## src/rtl/vga_sync_receiver.sv

```systemverilog
// VGA timing receiver: recovers the raster position from hsync/vsync, checks line and
// frame lengths against the expected timing, and reports lock, frame start and sync errors.
module vga_sync_receiver #(
  parameter int H_ACTIVE    = 1440,
  parameter int H_SYNC      = 152,
  parameter int H_BACK      = 232,
  parameter int H_TOTAL     = 1904,
  parameter int V_ACTIVE    = 900,
  parameter int V_SYNC      = 3,
  parameter int V_BACK      = 28,
  parameter int V_TOTAL     = 932,
  parameter int H_POL       = 0,
  parameter int V_POL       = 1,
  parameter int LOCK_FRAMES = 2
) (
  input  logic        clk,
  input  logic        rst,
  input  logic        hsync,
  input  logic        vsync,
  output logic [10:0] rx_x,
  output logic [9:0]  rx_y,
  output logic        rx_de,
  output logic        frame_start,
  output logic        locked,
  output logic        sync_err,
  output logic [7:0]  err_count
);

  localparam logic [11:0] H_TOTAL_C = 12'(H_TOTAL);
  localparam logic [11:0] H_TIMEOUT = 12'(2 * H_TOTAL - 1);
  localparam logic [11:0] H_START   = 12'(H_SYNC + H_BACK);
  localparam logic [11:0] H_ACT_C   = 12'(H_ACTIVE);
  localparam logic [10:0] V_TOTAL_C = 11'(V_TOTAL);
  localparam logic [10:0] V_START   = 11'(V_SYNC + V_BACK);
  localparam logic [10:0] V_ACT_C   = 11'(V_ACTIVE);
  localparam logic [3:0]  LOCK_C    = 4'(LOCK_FRAMES);
  localparam logic [1:0]  ACT_LVL   = {V_POL != 0, H_POL != 0};

  typedef enum logic [1:0] {SEARCH, MEASURE, LOCKED} state_t;

  logic [1:0] sync_raw;
  logic [1:0] sync_lead;
  logic       hs_lead;
  logic       vs_lead;

  assign sync_raw = {vsync, hsync};

  // Bit 0 is hsync, bit 1 is vsync; both are normalised to active-high before edge detection.
  generate
    for (genvar gi = 0; gi < 2; gi++) begin : g_sync
      logic sync_q;
      logic sync_q2;
      always_ff @(posedge clk) begin
        if (rst) begin
          sync_q  <= 1'b0;
          sync_q2 <= 1'b0;
        end else begin
          sync_q  <= sync_raw[gi] ^ ~ACT_LVL[gi];
          sync_q2 <= sync_q;
        end
      end
      assign sync_lead[gi] = sync_q & ~sync_q2;
    end
  endgenerate

  assign hs_lead = sync_lead[0];
  assign vs_lead = sync_lead[1];

  state_t      state_reg;
  logic [11:0] h_cnt;
  logic [10:0] v_cnt;
  logic [3:0]  good_cnt_reg;
  logic        frame_good_reg;

  logic [11:0] h_len;
  logic [11:0] xa;
  logic [10:0] v_lines;
  logic [10:0] ya;
  logic        h_timeout;
  logic        h_viol;
  logic        v_viol;
  logic        any_viol;
  logic        frame_ok;
  logic        in_area;

  always_comb begin
    h_len     = h_cnt + 12'd1;
    h_timeout = !hs_lead && (h_cnt == H_TIMEOUT);
    // Line count including a coincident hsync edge, so a simultaneous vsync sees the new value.
    v_lines   = v_cnt;
    if (hs_lead && (v_cnt != 11'h7FF))
      v_lines = v_cnt + 11'd1;
    h_viol    = (state_reg != SEARCH) && ((hs_lead && (h_len != H_TOTAL_C)) || h_timeout);
    v_viol    = vs_lead && (v_lines != V_TOTAL_C);
    any_viol  = h_viol || v_viol;
    frame_ok  = frame_good_reg && !any_viol;
    xa        = h_cnt - H_START;
    ya        = v_cnt - V_START;
    in_area   = (xa < H_ACT_C) && (ya < V_ACT_C);
  end

  always_ff @(posedge clk) begin
    if (rst) begin
      state_reg      <= SEARCH;
      h_cnt          <= 12'd0;
      v_cnt          <= 11'd0;
      good_cnt_reg   <= 4'd0;
      frame_good_reg <= 1'b0;
      rx_x           <= 11'd0;
      rx_y           <= 10'd0;
      rx_de          <= 1'b0;
      frame_start    <= 1'b0;
      locked         <= 1'b0;
      sync_err       <= 1'b0;
      err_count      <= 8'd0;
    end else begin
      h_cnt <= (hs_lead || h_timeout) ? 12'd0 : h_len;
      v_cnt <= vs_lead ? 11'd0 : v_lines;

      if (vs_lead)
        frame_good_reg <= !h_viol;
      else if (h_viol)
        frame_good_reg <= 1'b0;

      frame_start <= 1'b0;
      sync_err    <= 1'b0;

      case (state_reg)
        SEARCH: begin
          if (vs_lead) begin
            state_reg    <= MEASURE;
            good_cnt_reg <= 4'd0;
          end
        end
        MEASURE: begin
          if (vs_lead && frame_ok) begin
            if (good_cnt_reg + 4'd1 >= LOCK_C) begin
              state_reg    <= LOCKED;
              locked       <= 1'b1;
              good_cnt_reg <= 4'd0;
            end else begin
              good_cnt_reg <= good_cnt_reg + 4'd1;
            end
          end else if (vs_lead || any_viol) begin
            good_cnt_reg <= 4'd0;
          end
        end
        LOCKED: begin
          if (any_viol) begin
            sync_err  <= 1'b1;
            locked    <= 1'b0;
            state_reg <= SEARCH;
            if (err_count != 8'hFF)
              err_count <= err_count + 8'd1;
          end else if (vs_lead) begin
            frame_start <= 1'b1;
          end
        end
        default: state_reg <= SEARCH;
      endcase

      if (in_area) begin
        rx_x  <= xa[10:0];
        rx_y  <= ya[9:0];
        rx_de <= locked;
      end else begin
        rx_x  <= 11'd0;
        rx_y  <= 10'd0;
        rx_de <= 1'b0;
      end
    end
  end

endmodule

```

## config.mk

```make
export PLATFORM = sky130hd
export DESIGN_NAME = vga_sync_receiver
export DESIGN_NICKNAME = d
export VERILOG_FILES = /design/src/rtl/vga_sync_receiver.sv
export SDC_FILE = /design/constraint.sdc
export NUM_CORES = 1
export LEC_CHECK = 0
export BUFFER_PORTS_ARGS = -buffer_cell sky130_fd_sc_hd__buf_2
export CORE_ASPECT_RATIO = 1.2
export CORE_MARGIN = 3
export CORE_UTILIZATION = 50
export DETAILED_ROUTE_END_ITERATION = 8
export GPL_TIMING_DRIVEN = 0
export PLACE_DENSITY_LB_ADDON = 0.05
export SYNTH_ARGS = -nofsm -noshare
export SYNTH_HDL_FRONTEND = slang
export SYNTH_SLANG_ARGS = --single-unit
```

## constraint.sdc

```tcl
create_clock -name clk -period 6.1 [get_ports clk]
set_clock_uncertainty 0.2 [all_clocks]
set_input_delay 0.61 -clock clk [delete_from_list [all_inputs] [get_ports clk]]
set_output_delay 0.61 -clock clk [all_outputs]
set_load 0.1 [all_outputs]
```

==> results.toml <==
[final_layout]
final_cells = 484
drive_gt1_share_pct = 17.8
nets = 410
fillers = 510
top_register = "h_cnt"
top_regs = "h_cnt x12, rx_x x11, v_cnt x11"
area_growth_pct = 14.6
finish.utilization_pct = 60.9
diodes = 0
largest_reg_flops = 12

[sta]
finalCritPeriodShare_pct = 55.8
tightest_slew_ns = 0.668
max_freq_mhz = 294
hold_violations = 0
setup_tns_ns = 0
post-route-min-period_ns = 3.40
maxSlewHeadroom_pct = 55.1
grt_setup_unrepaired = "false"
slew_viol_final = 0
fin_ws_ns = 2.70
setup_viol = 0

[global_route]
grt_overflow_total = 0
grt_pass1_wl_um = 10300
grt_usage_pct = 17.7
antenna_found_initial = 0
grt_pass1_vias = 2249
grt_max_degree = 12

[power]
leakagePower_nw = 1.45
peakVddDrop_mv = 0.148
p_per_area_mw_per_mm2 = 223

[clocking]
clockBufferDepth = 2
htreeDepth = 3
cts_tree = "yes"
cts_sinks = 67
cts-resized-gates = 0
clkLatencyLatePin_ns = 0.34
cts_buffers = 9
cts.root.buffer_cell = "clkbuf_8"
cts_setup_buffers = 0
ctsHoldBuffers = 0
cts.reportedPaths.clkPinSlew_ns = 0.07

[synth]
syn-num-nets = 363
synthesis.instances = 352
synth_cell_types = 59
synth_edf_count = 0
synth.most_common_cell = "dfxtp_1"
ys_ff_latch = 67
synth_top_family_by_area = "simple AND/OR/NAND/NOR gates"
yosys-top-cells-count = "dfxtp_1, nor2_1, xnor2_1"
ys_async_sr_fraction_pct = 0
synth_xor_area_share_pct = 9.02
yosysTopAreaCell = "dfxtp_1"
synthFlopType = "dfxtp_1"
synth_top_area_share_pct = 43.3
yosysWarnings = 0
synth_area_leaders = "dfxtp_1, nor2_1, xnor2_1"
synthSimpleGateAreaFrac_pct = 25.6
syn_area_mm2 = 0.00309
syn_avg_cell_area_um2 = 8.79
synth_fa_ha_area_share_pct = 2.83
synth_mux_area_share_pct = 1.33
synth_compound_area_share_pct = 12.5
synth_seq_area_share_pct = 43.3

[critical_path]
r2r_slack_ns = 2.70
crit_fanout = 10
path_delay_family = "compound AO/OA/AOI/OAI gates"
cp.buffers_inverters = 1
worstSetupEndpointType = "register"
startpoint_type = "register"
cp_data_required_time_ns = 6.17
cpMaxStageDelayCell = "o311ai_0"
path_class = "reg -> reg"
cp_cell_sequence = "ha_1, buf_2, nand4_1, o311ai_0, xor2_1, and4bb_1, a21boi_2, o21ai_2, or4_1, a21oi_1"
critPathMaxStageDelay_ns = 0.52
crit_arrival_ns = 3.47

[die]
pin_count = 37
num_rows = 30
dieWidth_um = 77.8
die_h_um = 92.2
dieArea_mm2 = 0.00717
start_util_pct = 53.2
core_region_area_mm2 = 0.00582

[detailed_routing]
drcViolationCount = 0
first_pass_iters = 4
vias = 2521
viasPerCell = 5.21
drt_first_iter_violations = 158
wl_per_cell_um = 12.9
drt_wl_total_um = 6240
ant_nets = 0

[placement]
dpl.hpwl_um = 4400
numPortBuffers = 36
place_congestion = 0.884
place_worst_setup_slack_ns = 2.80
place_inst = 468

[worst_hold_path]
min_path_type = "in -> reg"

[status]
status = "finished clean"

[run]
cap_violations = 0
## metal layers
| metal | GRT usage [%] | up-vias | part of all wire (%) |
|---|---|---|---|
| met2 | 28.2 | 51 | 46 |
| li1 | - | 1318 | - |
| met3 | 3.24 | 12 | 3.8 |
| met5 | 0 | - | 0 |
| met1 | 23.5 | 1140 | 49 |
| met4 | 7.27 | 0 | 1.7 |
## power by group
| group | switching (mW) | internal [mW] |
|---|---|---|
| Combinational | 0.0164 | 0.00952 |
| Sequential | 0.00490 | 0.441 |
| Clock | 0.159 | 0.158 |
| Total | 0.181 | 0.609 |
## metrics by stage
step                power (mW)  hold slack (ns)  cell area (um^2)
floorplan                0.474            0.222              3090
global placement         0.482            0.238              3370
detailed placement       0.482            0.238              3370
CTS                      0.799            0.210              3550
global route             0.822            0.236              3550
finish                   0.790            0.220              3550
## layout by cell type (no fill, tap or decap), types with 2 or more instances in the layout
| cell | count |
|---|---|
| o21ai_1 | 2 |
| o31ai_1 | 2 |
| nor2b_1 | 8 |
| nor2_1 | 60 |
| o22ai_1 | 2 |
| nand3_1 | 12 |
| and4_1 | 3 |
| xnor2_1 | 17 |
| dfxtp_1 | 67 |
| a311oi_1 | 3 |
| buf_2 | 40 |
| or3_1 | 4 |
| a21oi_1 | 15 |
| and2_1 | 4 |
| or2_2 | 2 |
| clkbuf_1 | 14 |
| and3_1 | 13 |
| a211oi_1 | 2 |
| buf_4 | 2 |
| nand4_1 | 11 |
| inv_1 | 13 |
| nor3_1 | 9 |
| or4_1 | 3 |
| clkinv_2 | 2 |
| xor2_1 | 13 |
| clkbuf_8 | 10 |
| a31oi_1 | 5 |
| o21ai_0 | 8 |
| ha_1 | 7 |
| nand2_1 | 13 |
| o211ai_1 | 2 |
| mux2i_1 | 3 |
| nor4_1 | 2 |
| nand2b_1 | 2 |
## cells by family (layout without fill, tap and decap cells)
logic type,count (synthesis),count (layout)
AOI/OAI and AO/OA,54,54
and+or+nand+nor,154,154
buffers and inverters,35,87
xor gates and xnor gates,31,31
muxes,4,4
adders and majority gates,7,7
DFF,67,67
## final timing paths
path	from	cells past startpoint	to
setup reg to reg	v_cnt[0]$_SDFF_PP0_	10	err_count[7]$_SDFFE_PP0P_
setup / recovery	v_cnt[0]$_SDFF_PP0_	10	err_count[7]$_SDFFE_PP0P_
hold / removal	hsync	2	g_sync[0].sync_q$_SDFF_PP0_
hold reg to reg	good_cnt_reg[2]$_SDFFE_PP0P_	2	good_cnt_reg[2]$_SDFFE_PP0P_
## layout make-up
class	count	area (um^2)	area share (%)
clock buffers	12	145	4.09
well taps	80	100	2.82
plain buffers	22	118	3.32
inverters	13	48.8	1.38
flip-flops and latches	67	1340	37.8
repair buffers	36	180	5.08
multi-input cells	250	1590	44.7
clock inverters	4	26.3	0.741
Note: power is estimated with default switching activity, not from simulation.
